==> src/rtl/adder_seq_pkg.sv <==
// Shared types and constants for the digit-serial adder controller.
package adder_seq_pkg;

  localparam int unsigned DIGIT_W = 3;

  typedef enum logic [1:0] {
    IDLE = 2'd0,
    RUN  = 2'd1,
    DONE = 2'd2
  } state_e;

endpackage

==> src/rtl/adder_slice3.sv <==
// Combinational 3-bit full-adder slice, shared across all digits of an operand.
module adder_slice3
  import adder_seq_pkg::*;
(
  input  logic [DIGIT_W-1:0] a3,
  input  logic [DIGIT_W-1:0] b3,
  input  logic               ci,
  output logic [DIGIT_W-1:0] s3,
  output logic               co
);

  localparam int unsigned SUM_W = DIGIT_W + 1;

  assign {co, s3} = SUM_W'(a3) + SUM_W'(b3) + SUM_W'(ci);

endmodule

==> src/rtl/adder_seq_ctrl.sv <==
// Digit-serial adder: one 3-bit slice walks the operands LSD first, with a
// ready/valid request side and a ready/valid result side.
module adder_seq_ctrl
  import adder_seq_pkg::*;
#(
  parameter int unsigned NDIG = 4
) (
  input  logic                    clk,
  input  logic                    rst,
  input  logic                    in_valid,
  output logic                    in_ready,
  input  logic [DIGIT_W*NDIG-1:0] a,
  input  logic [DIGIT_W*NDIG-1:0] b,
  input  logic                    cin,
  output logic                    out_valid,
  input  logic                    out_ready,
  output logic [DIGIT_W*NDIG-1:0] sum,
  output logic                    cout,
  output logic                    busy
);

  localparam int unsigned W     = DIGIT_W * NDIG;
  localparam int unsigned IDX_W = $clog2(NDIG);

  state_e             state_q, state_d;
  logic [IDX_W-1:0]   idx_q, idx_d;
  logic [W-1:0]       a_q, a_d, b_q, b_d, sum_q, sum_d;
  logic               carry_q, carry_d, cout_q, cout_d;
  logic               in_ready_q, in_ready_d;
  logic               out_valid_q, out_valid_d;
  logic               busy_q, busy_d;
  logic [DIGIT_W-1:0] a_dig, b_dig, s3;
  logic               co;
  logic               last_dig;

  assign last_dig = (idx_q == IDX_W'(NDIG - 1));

  // Select the current digit of each captured operand.
  always_comb begin
    a_dig = '0;
    b_dig = '0;
    for (int i = 0; i < int'(NDIG); i++) begin
      if (idx_q == IDX_W'(i)) begin
        a_dig = a_q[i*DIGIT_W +: DIGIT_W];
        b_dig = b_q[i*DIGIT_W +: DIGIT_W];
      end
    end
  end

  adder_slice3 u_slice (
    .a3 (a_dig),
    .b3 (b_dig),
    .ci (carry_q),
    .s3 (s3),
    .co (co)
  );

  always_ff @(posedge clk or posedge rst) begin
    if (rst) state_q <= IDLE;
    else     state_q <= state_d;
  end

  always_comb begin
    state_d = state_q;
    case (state_q)
      IDLE:    if (in_valid)               state_d = RUN;
      RUN:     if (last_dig)               state_d = DONE;
      DONE:    if (out_ready)              state_d = IDLE;
      default:                             state_d = IDLE;
    endcase
  end

  // Datapath updates and registered handshake flags derived from next state.
  always_comb begin
    idx_d       = idx_q;
    a_d         = a_q;
    b_d         = b_q;
    carry_d     = carry_q;
    sum_d       = sum_q;
    cout_d      = cout_q;
    in_ready_d  = (state_d == IDLE);
    out_valid_d = (state_d == DONE);
    busy_d      = (state_d != IDLE);
    case (state_q)
      IDLE: begin
        if (in_valid) begin
          a_d     = a;
          b_d     = b;
          carry_d = cin;
          sum_d   = '0;
          cout_d  = 1'b0;
          idx_d   = '0;
        end
      end
      RUN: begin
        for (int i = 0; i < int'(NDIG); i++) begin
          if (idx_q == IDX_W'(i)) sum_d[i*DIGIT_W +: DIGIT_W] = s3;
        end
        carry_d = co;
        if (last_dig) cout_d = co;
        else          idx_d  = idx_q + IDX_W'(1);
      end
      default: ;
    endcase
  end

  always_ff @(posedge clk or posedge rst) begin
    if (rst) begin
      idx_q       <= '0;
      a_q         <= '0;
      b_q         <= '0;
      carry_q     <= 1'b0;
      sum_q       <= '0;
      cout_q      <= 1'b0;
      in_ready_q  <= 1'b1;
      out_valid_q <= 1'b0;
      busy_q      <= 1'b0;
    end else begin
      idx_q       <= idx_d;
      a_q         <= a_d;
      b_q         <= b_d;
      carry_q     <= carry_d;
      sum_q       <= sum_d;
      cout_q      <= cout_d;
      in_ready_q  <= in_ready_d;
      out_valid_q <= out_valid_d;
      busy_q      <= busy_d;
    end
  end

  assign in_ready  = in_ready_q;
  assign out_valid = out_valid_q;
  assign busy      = busy_q;
  assign sum       = sum_q;
  assign cout      = cout_q;

endmodule

==> config.mk <==
export PLATFORM = sky130hd
export DESIGN_NAME = adder_seq_ctrl
export DESIGN_NICKNAME = d
export VERILOG_FILES = /design/src/rtl/adder_seq_pkg.sv /design/src/rtl/adder_slice3.sv /design/src/rtl/adder_seq_ctrl.sv
export SDC_FILE = /design/constraint.sdc
export NUM_CORES = 1
export LEC_CHECK = 0
export ABC_AREA = 1
export BUFFER_PORTS_ARGS = -buffer_cell sky130_fd_sc_hd__buf_4
export CAP_MARGIN = 10
export CELL_PAD_IN_SITES_DETAIL_PLACEMENT = 1
export CELL_PAD_IN_SITES_GLOBAL_PLACEMENT = 2
export CORE_MARGIN = 5
export CORE_UTILIZATION = 34
export CTS_CLUSTER_SIZE = 8
export DETAILED_ROUTE_END_ITERATION = 8
export PLACE_DENSITY = 0.81
export SLEW_MARGIN = 0
export SYNTH_ARGS = -nofsm -noshare
export SYNTH_HDL_FRONTEND = slang
export SYNTH_SLANG_ARGS = --single-unit
==> constraint.sdc <==
create_clock -name clk -period 4.91 [get_ports clk]
set_clock_uncertainty 0.1 [all_clocks]
set_input_delay 0.982 -clock clk [delete_from_list [all_inputs] [get_ports clk]]
set_output_delay 0.982 -clock clk [all_outputs]
set_load 0.02 [all_outputs]
==> results.sh <==
export IMPL_synth_ff_type="dfrtp_1"
export IMPL_yosys_top_cells_count="114 x nand2_1, 44 x dfrtp_1, 35 x nand3_1, 19 x inv_1"
export IMPL_n_antenna_cell=0
export IMPL_gp_congestion=0.775
export IMPL_hold_viol=0
export IMPL_post_cts_buffers=0
export IMPL_dr_pass1_iters=4
export IMPL_wire_per_inst_um=14.5
export IMPL_root_buffer="clkbuf_8"
export IMPL_vdd_drop_max_mv=0.253
export IMPL_rsz0062_at_grt="no"
export IMPL_htreeDepth=2
export IMPL_avgSynthCellArea_um2=8.05
export IMPL_worst_slack_ns=1.97
export IMPL_rows=29
export IMPL_cts_tree="done"
export IMPL_min_period_ns=2.94
export IMPL_cts_buffers=5
export IMPL_synthesis_nets=314
export IMPL_cp_required_ns=5.04
export IMPL_synth_area_leaders="dfrtp_1 49%, nand2_1 19%, nand3_1 7.9%"
export IMPL_vias=1869
export IMPL_critPathMaxFanout=8
export IMPL_grt_pass1_vias=1934
export IMPL_synth_simple_area_share_pct=32.2
export IMPL_synth_warnings=0
export IMPL_synth_top_cell_area_share_pct=49.4
export IMPL_ant_nets=0
export IMPL_via_per_inst=4.72
export IMPL_startpoint_type="flip-flop"
export IMPL_synth_cell_types=24
export IMPL_tightest_slew_ns=0.603
export IMPL_hold_ws_ns=0.378
export IMPL_dr_first_iter_drc_count=59
export IMPL_synth_mux_area_share_pct=0
export IMPL_clk_pin_slew_worst_paths_ns=0.09
export IMPL_synth_xor_area_share_pct=0
export IMPL_synth_area_um2=2230
export IMPL_synth_enable_flop_cells=0
export IMPL_place_worst_setup_slack_ns=1.96
export IMPL_min_path_cells=2
export IMPL_fin_tns_setup_ns=0
export IMPL_ys_seq_area_share_pct=50.6
export IMPL_fp_dieH_um=91.0
export IMPL_post_dp_cell_area_um2=2600
export IMPL_synth_top_family_by_area="simple AND/OR/NAND/NOR gates"
export IMPL_relSlewSlack_pct=59.7
export IMPL_port_buffers=44
export IMPL_clock_path_buffers=2
export IMPL_dieArea_um2=8280
export IMPL_dpl_hpwl_mm=4.25
export IMPL_ioPinCount=45
export IMPL_max_freq_mhz=340
export IMPL_end_kind="flip-flop"
export IMPL_hold_buffers=0
export IMPL_outcome="completed"
export IMPL_grt_overflow=0
export IMPL_post_route_util_pct=42.2
export IMPL_setup_viol=0
export IMPL_synthCells=277
export IMPL_initial_utilization_pct=35.1
export IMPL_r2r_cells=14
export IMPL_coreArea_um2=6350
export IMPL_synth_most_common_cell="nand2_1"
export IMPL_hp_class="reg -> reg"
export IMPL_arrival_ns=3.07
export IMPL_die_x_um=91.0
export IMPL_p_leak_nw=1.48
export IMPL_nets=355
export IMPL_synthAdderAreaFrac_pct=5.16
export IMPL_clkSinkCount=45
export IMPL_grt_antenna_before_repair=0
export IMPL_synth_seq_cells=45
export IMPL_grt_max_degree=46
export IMPL_async_flop_share_pct=100
export IMPL_clock_latency_ns=0.30
export IMPL_track_usage_pct=14.3
export IMPL_synth_compound_area_share_pct=5.78
export IMPL_wirelength_mm=5.74
export IMPL_placed_cells=388
export IMPL_cts_resized_gates=0
export IMPL_synthToLayoutAreaGrowth_pct=20.3
export IMPL_fin_cells=396
export IMPL_maxSlewViolCount=0
export IMPL_design_area_um2=2680
export IMPL_drc_errors=0
export IMPL_worstSetupPathType="reg -> reg"
export IMPL_power_density_nw_per_um2=691
export IMPL_maxCapViolCount=0
export IMPL_post_route_period_util_pct=59.8
export IMPL_grt_pass1_wl_mm=9.78
export IMPL_layout_drive_gt1_share_pct=20.4
export IMPL_design_power_total_mw=1.85
export IMPL_synth_largest_area_cell="dfrtp_1"
-- cell families (layout without fill, tap and decap cells) --
group           after synthesis  in the layout
flops                        45             45
simple gates                170            170
buf+inv                      31             73
compound gates               23             23
fa+ha+maj                     8              8
-- cell usage in the layout, fill, tap and decap left out --
master        n
dfstp_2       1
ha_1          6
nand3_2       1
clkbuf_8      5
a21boi_0      1
nor2_4        1
fa_1          2
a21oi_2       3
o21ai_1       3
nand2_4       1
inv_2         1
dfrtp_1      44
nand3_1      35
nand2_2       2
nand2_1     114
nor2_1       12
nor2_2        4
o21ai_0       4
inv_1        18
clkbuf_1      2
clkinvlp_4    1
buf_4        45
a21oi_1      12
clkinv_1      1
-- final cells by class --
type,count,area (µm²)
repair buffers,45,338
clock buffers,7,76.3
clock inverters,1,7.51
flip-flops and latches,45,1130
multi-input cells,201,962
fillers,791,3670
well taps,77,96.3
inverters,20,75.1
-- metal layers --
| layer | global-route usage (%) | up-vias | routed length, µm |
|---|---|---|---|
| met5 | 0 | - | 0 |
| met4 | 3.06 | 0 | 25 |
| met3 | 3.72 | 2 | 230 |
| met2 | 22.2 | 41 | 2650 |
| met1 | 20.1 | 874 | 2830 |
| li1 | - | 952 | - |
-- power by group --
group	switching, mW	internal, mW	total (mW)
Sequential	0.105	0.535	0.639
Combinational	0.649	0.339	0.988
Clock	0.125	0.101	0.226
-- flip-flops by register name, indices dropped and copies added (netlist names) --
register,count
carry_q,1
a_q,12
in_ready,1
out_valid,1
busy,1
idx_q,2
sum,12
cout,1
b_q,12
state_q,2
-- critical path, cell delays in order, from the launching register on --
cell     delay (ns)
dfrtp_1        0.42
inv_1          0.11
ha_1           0.31
inv_1          0.22
nand2_1        0.13
nand3_1        0.07
nand2_1        0.06
o21ai_0        0.11
fa_1           0.46
fa_1           0.40
nand2_1        0.08
nand2_1        0.06
nor2_2         0.19
nand2_1        0.09
nand2_1        0.06
-- worst paths after layout --
check | start | end | slack [ns]
min | a_q[8]$_DFFE_PP0P_ | a_q[8]$_DFFE_PP0P_ | 0.38
max | idx_q[1]$_DFFE_PP0P_ | sum[5]$_DFFE_PP0P_ | 1.97
max in group asynchronous | rst | sum[4]$_DFFE_PP0P_ | 3.60
min in group asynchronous | rst | a_q[5]$_DFFE_PP0P_ | 0.72
max reg2reg | idx_q[1]$_DFFE_PP0P_ | sum[5]$_DFFE_PP0P_ | 1.97
min reg2reg | a_q[8]$_DFFE_PP0P_ | a_q[8]$_DFFE_PP0P_ | 0.38
Note: power is estimated with default switching activity, not from simulation.
